<file path="config.mk">
export PLATFORM = sky130hd
export DESIGN_NAME = reg_rename_ctrl
export DESIGN_NICKNAME = d
export VERILOG_FILES = /design/src/rtl/reg_rename_ctrl.sv
export SDC_FILE = /design/constraint.sdc
export NUM_CORES = 1
export LEC_CHECK = 0
export BUFFER_PORTS_ARGS = -buffer_cell sky130_fd_sc_hd__buf_2
export CORE_UTILIZATION = 35
export DETAILED_ROUTE_END_ITERATION = 8
export PLACE_DENSITY = 0.61
export SETUP_SLACK_MARGIN = 0.05
export SYNTH_ARGS = -nofsm -noshare
export SYNTH_HDL_FRONTEND = slang
export SYNTH_SLANG_ARGS = --single-unit
</file>
<file path="constraint.sdc">
create_clock -name clk -period 15.6 [get_ports clk]
set_input_delay 1.56 -clock clk [delete_from_list [all_inputs] [get_ports clk]]
set_output_delay 1.56 -clock clk [all_outputs]
set_load 0.005 [all_outputs]
</file>
<file path="src/rtl/reg_rename_ctrl.sv">
// reg_rename_ctrl: register-rename control with busy-bit tracking and a
// post-flush CLEAR/HOLD dispatch stall. Optional statistics counters are
// built only when REG_RENAME_STATS_EN is defined.
module reg_rename_ctrl #(
  parameter int HOLD_CYCLES = 2,
  parameter int TAG_W       = 4
) (
  input  logic             clk,
  input  logic             rst,
  input  logic             rdy,
  input  logic             flush_req,
  input  logic             disp_valid,
  output logic             disp_ready,
  input  logic [4:0]       disp_rd,
  input  logic [TAG_W-1:0] disp_tag,
  input  logic             cmt_valid,
  output logic             cmt_ready,
  input  logic [4:0]       cmt_rd,
  input  logic [TAG_W-1:0] cmt_tag,
  input  logic [31:0]      cmt_data,
  input  logic             rf_cmt_busy,
  input  logic [TAG_W-1:0] rf_cmt_tag,
  output logic             rf_ins_we,
  output logic [4:0]       rf_ins_rd,
  output logic [TAG_W-1:0] rf_ins_tag,
  output logic             rf_cmt_we,
  output logic [4:0]       rf_cmt_rd,
  output logic [31:0]      rf_cmt_data,
  output logic             rf_cmt_clr,
  output logic             rf_clear,
  output logic [31:0]      busy_vec,
  output logic [5:0]       busy_cnt,
  output logic [31:0]      stat_rename,
  output logic [31:0]      stat_stall
);

  localparam logic [3:0] HOLD_INIT = HOLD_CYCLES[3:0];

  typedef enum logic [1:0] {IDLE, CLEAR, HOLD} state_t;

  state_t      state, state_nx;
  logic [3:0]  hold_cnt, hold_cnt_nx;
  logic        en;
  logic        disp_fire, cmt_fire;
  logic [31:0] busy_nx;
  logic [5:0]  cnt_nx;

  // Reset suppresses every strobe in its own cycle, so fold it into the enable.
  assign en = rdy & ~rst;

  // State register; rdy low freezes state and the hold counter.
  always_ff @(posedge clk) begin
    if (rst) begin
      state    <= IDLE;
      hold_cnt <= '0;
    end else if (rdy) begin
      state    <= state_nx;
      hold_cnt <= hold_cnt_nx;
    end
  end

  // Next-state logic and handshake/strobe outputs.
  always_comb begin
    state_nx    = state;
    hold_cnt_nx = hold_cnt;
    disp_ready  = 1'b0;
    cmt_ready   = 1'b0;
    rf_clear    = 1'b0;
    disp_fire   = 1'b0;
    cmt_fire    = 1'b0;
    rf_ins_we   = 1'b0;
    rf_cmt_we   = 1'b0;
    rf_cmt_clr  = 1'b0;
    rf_ins_rd   = disp_rd;
    rf_ins_tag  = disp_tag;
    rf_cmt_rd   = cmt_rd;
    rf_cmt_data = cmt_data;

    if (flush_req) begin
      state_nx    = CLEAR;
      hold_cnt_nx = '0;
    end else begin
      unique case (state)
        IDLE: ;
        CLEAR: begin
          if (HOLD_INIT != '0) begin
            state_nx    = HOLD;
            hold_cnt_nx = HOLD_INIT;
          end else begin
            state_nx    = IDLE;
            hold_cnt_nx = '0;
          end
        end
        HOLD: begin
          if (hold_cnt <= 4'd1) begin
            state_nx    = IDLE;
            hold_cnt_nx = '0;
          end else begin
            hold_cnt_nx = hold_cnt - 4'd1;
          end
        end
        default: begin
          state_nx    = IDLE;
          hold_cnt_nx = '0;
        end
      endcase
    end

    disp_ready = en & (state == IDLE) & ~flush_req;
    cmt_ready  = en & (state != CLEAR);
    rf_clear   = en & (state == CLEAR);
    disp_fire  = disp_valid & disp_ready;
    cmt_fire   = cmt_valid & cmt_ready;
    rf_ins_we  = disp_fire & (disp_rd != 5'd0);
    rf_cmt_we  = cmt_fire & (cmt_rd != 5'd0);
    // A same-cycle rename of the committing register keeps it busy.
    rf_cmt_clr = rf_cmt_we & rf_cmt_busy & (rf_cmt_tag == cmt_tag) & ~flush_req
               & ~(rf_ins_we & (disp_rd == cmt_rd));
  end

  // Shadow busy bitmap next value and its population count.
  always_comb begin
    busy_nx = busy_vec;
    if (state == CLEAR) begin
      busy_nx = '0;
    end else begin
      if (rf_ins_we)  busy_nx[disp_rd] = 1'b1;
      if (rf_cmt_clr) busy_nx[cmt_rd]  = 1'b0;
    end
    busy_nx[0] = 1'b0;
    cnt_nx = '0;
    for (int unsigned i = 0; i < 32; i++) cnt_nx = cnt_nx + {5'd0, busy_nx[i]};
  end

  // Busy bitmap and count registers.
  always_ff @(posedge clk) begin
    if (rst) begin
      busy_vec <= '0;
      busy_cnt <= '0;
    end else if (rdy) begin
      busy_vec <= busy_nx;
      busy_cnt <= cnt_nx;
    end
  end

`ifdef REG_RENAME_STATS_EN
  // Free-running rename and stall counters; flush does not clear them.
  always_ff @(posedge clk) begin
    if (rst) begin
      stat_rename <= '0;
      stat_stall  <= '0;
    end else if (rdy) begin
      if (rf_ins_we)                 stat_rename <= stat_rename + 32'd1;
      if (disp_valid & ~disp_ready)  stat_stall  <= stat_stall + 32'd1;
    end
  end
`else
  assign stat_rename = '0;
  assign stat_stall  = '0;
`endif

endmodule

</file>
==> results.ini <==
[yosys]
synth_area_um2=4570
ys_types=55
synth_seq_area_share_pct=18.8
synth_seq_cells=43
synthArstFlopShare_pct=0
yosys_most_used_dff=dfxtp_1
synth_cells=562
ys_warn_count=0
avgSynthCellArea_um2=8.13
synth_edf_count=0

[sta]
max_slew_margin_pct=28.7
tightestPinTransition_ns=1.07
tns_ns=0
finalHoldViolCount=0
fin_worst_skew_ns=0.00968
max_clock_freq_ghz=0.120
setup_viol_count_final=0
rsz0062_at_grt=false
slew_violations=0
post-route-period-util_pct=53.5
period_needed_ns=8.34

[routing]
vias=3977
drc=0
postRouteWirelength_mm=12.9
via_per_inst=5.36
wl_per_cell_um=17.3
dr.first_iter.drc_count=370
final_antenna_net_count=0
first_pass_iters=5

[floorplanning]
fp.dieW_um=116
initial_core_util_pct=36.1
die_area_um2=13500
core_um2=12700
die_h_um=116
num_rows=41
ioPinCount=215

[power_and_ir_drop]
p_switching_uw=78.6
swShare_pct=30.0
total_power_uw=262
p_per_area_nw_per_um2=57.2
combPwrFrac_pct=17.1
power_frac_clock_pct=40.0
power_frac_seq_pct=42.9
irDropWorstVdd_uv=34.0
internal_power_uw=184
leakage_nw=2.02

[run]
drv_cap=0

[clock_network]
clk_latency_ns=0.29
cts.htree.levels=2
cts_resized=0
holdBufCountCts=0
cts_buffer_depth=2
cts_root_buffer=clkbuf_16
cts_setup_buffers=0
numCtsBuffers=5
cts_tree=built
clk_pin_slew_ns=0.07
cts.sinks=43

[global_routing]
antenna_found_initial=0
grt_max_degree=48
grt-ovfl-total=0
grt_pass1_vias=3637
grt_use_total_pct=19.1
grt_pass1_wl_mm=19.6

[finish]
drive_gt1_share_pct=17.9
final_util_pct=36.2
final_cells=742
diodes=0
nNetsFinal=665
syn2layout_area_growth_pct=0.356
stdcell_area_um2=4580

[setup_path]
crit_fanout=47
setup.worst_path.class=in -> reg
cp.arrival_ns=8.51
required_ns=15.76
rrSetupSlack_ns=8.75
critPathLaunchType=input pin
crit_path_end_kind=register

[placement]
dpl_cell_area_um2=4440
place_inst=734
gp_congestion=0.929
place_hpwl_mm=9.50
port_buffers=77

[status]
status=finished clean

[worst_hold_path]
worstHoldPathType=reg -> reg

## sequential cells by signal, summed over array words and instances (netlist names)
signal	flops
busy_cnt	6
busy_vec	31
hold_cnt	4
state	2
## Yosys cell counts (all sizes together), types with 2 or more instances
library cell / count / area share, %
and3: 9 / 1.3
mux2i: 2 / 0.44
o32a: 18 / 3.9
clkbuf: 28 / 2.3
nand3: 8 / 0.88
ha: 12 / 3.3
or3: 5 / 0.79
a211oi: 2 / 0.33
nand2b: 7 / 0.96
buf: 116 / 19
a21o: 3 / 0.49
a311o: 7 / 1.5
nor2: 27 / 2.2
o21a: 2 / 0.33
inv: 51 / 4.2
a22o: 5 / 0.96
and3b: 2 / 0.38
o21bai: 2 / 0.33
o311ai: 3 / 1.1
a31o: 2 / 0.38
a22oi: 10 / 1.6
o31ai: 18 / 3.4
xnor2: 10 / 1.9
xor2: 4 / 0.77
and2: 4 / 0.55
nor3b: 21 / 3.6
fa: 23 / 10
dfxtp: 43 / 19
nor3: 20 / 2.3
a31oi: 4 / 0.55
nand3b: 5 / 0.82
nor2b: 2 / 0.27
o21ai: 27 / 3.0
nand2: 21 / 1.7
a21oi: 28 / 3.1
## cell type report
class                      count  area, um2
fill                        1328       8090
multi-input combinational    387       2760
sequential                    43        861
timing repair buffer          80        408
tap                          172        215
inverter                      52        200
clock buffer                   6        129
clock inverter                 2       12.5
## placed cells by master (no fill, tap or decap), drive strengths merged, types with 3 or more instances in the layout
| cell | count |
|---|---|
| xnor2 | 10 |
| a21o | 3 |
| conb | 65 |
| xor2 | 4 |
| fa | 23 |
| nor2 | 27 |
| and2 | 4 |
| o31ai | 18 |
| or3 | 5 |
| nand3 | 8 |
| o32a | 18 |
| dfxtp | 43 |
| o311ai | 3 |
| inv | 51 |
| a22o | 5 |
| nand3b | 5 |
| buf | 80 |
| o21ai | 27 |
| nand2b | 7 |
| a21oi | 28 |
| ha | 12 |
| nor3b | 21 |
| clkbuf | 6 |
| and3 | 9 |
| a311o | 7 |
| a31oi | 4 |
| nor3 | 20 |
| nand2 | 21 |
| a22oi | 10 |
## per-stage QoR
step / hold slack [ns] / setup WS (ns)
floorplan: 0.445 / 8.16
global placement: 0.458 / 7.18
detailed placement: 0.470 / 6.95
CTS: 0.480 / 7.26
global route: 0.497 / 6.90
finish: 0.474 / 7.26
## worst max-delay path: stages
cell and delay [ns]:
buf_2 0.69, nand4bb_1 0.53, clkinv_4 0.21, o311ai_4 0.14, or3_4 0.44, nand3_1 0.28
o21ai_0 0.17, fa_1 0.56, inv_1 0.05, fa_1 0.47, inv_1 0.05, fa_1 0.46
fa_1 0.51, fa_1 0.52, inv_1 0.05, fa_1 0.42, inv_1 0.08, fa_1 0.19
inv_1 0.06, fa_1 0.40, a21o_1 0.19, a21oi_1 0.16, xnor2_1 0.08, mux2i_1 0.16
nor2_1 0.06
## power by group through the flow
| stage | registers [mW] | logic, mW | clock network [mW] |
|---|---|---|---|
| finish | 0.112 | 0.0448 | 0.105 |
| floorplan | 0.115 | 0.0499 | 0 |
| detailed placement | 0.115 | 0.0437 | 0 |
| global route | 0.113 | 0.0499 | 0.111 |
| CTS | 0.112 | 0.0439 | 0.107 |
| global placement | 0.115 | 0.0430 | 0 |
## path summary, 6_finish.rpt
check	start	to	cells after the start
worst max-delay path	rdy	busy_cnt[4]$_SDFFE_PP0P_	25
worst min-delay path	hold_cnt[1]$_SDFFE_PP0P_	hold_cnt[1]$_SDFFE_PP0P_	2
worst max register to register	state[0]$_SDFFE_PP0P_	busy_cnt[4]$_SDFFE_PP0P_	25
worst min register to register	hold_cnt[1]$_SDFFE_PP0P_	hold_cnt[1]$_SDFFE_PP0P_	2
## metal layers
metal,vias up,routed length (um),track usage [%]
li1,1783,-,-
met1,1910,5530,25.7
met2,257,5910,30.5
met3,27,1150,3.74
met4,0,257,6.41
met5,-,0,0
## logic make-up after synthesis
| group | synth area share, % |
|---|---|
| other cells | 0.0821 |
| buf+inv | 26.0 |
| simple gates | 16.8 |
| compound gates | 21.8 |
| mux | 0.438 |
| flops | 18.8 |
| xor+xnor | 2.68 |
| fa+ha+maj | 13.4 |
Note: power is estimated with default switching activity, not from simulation.
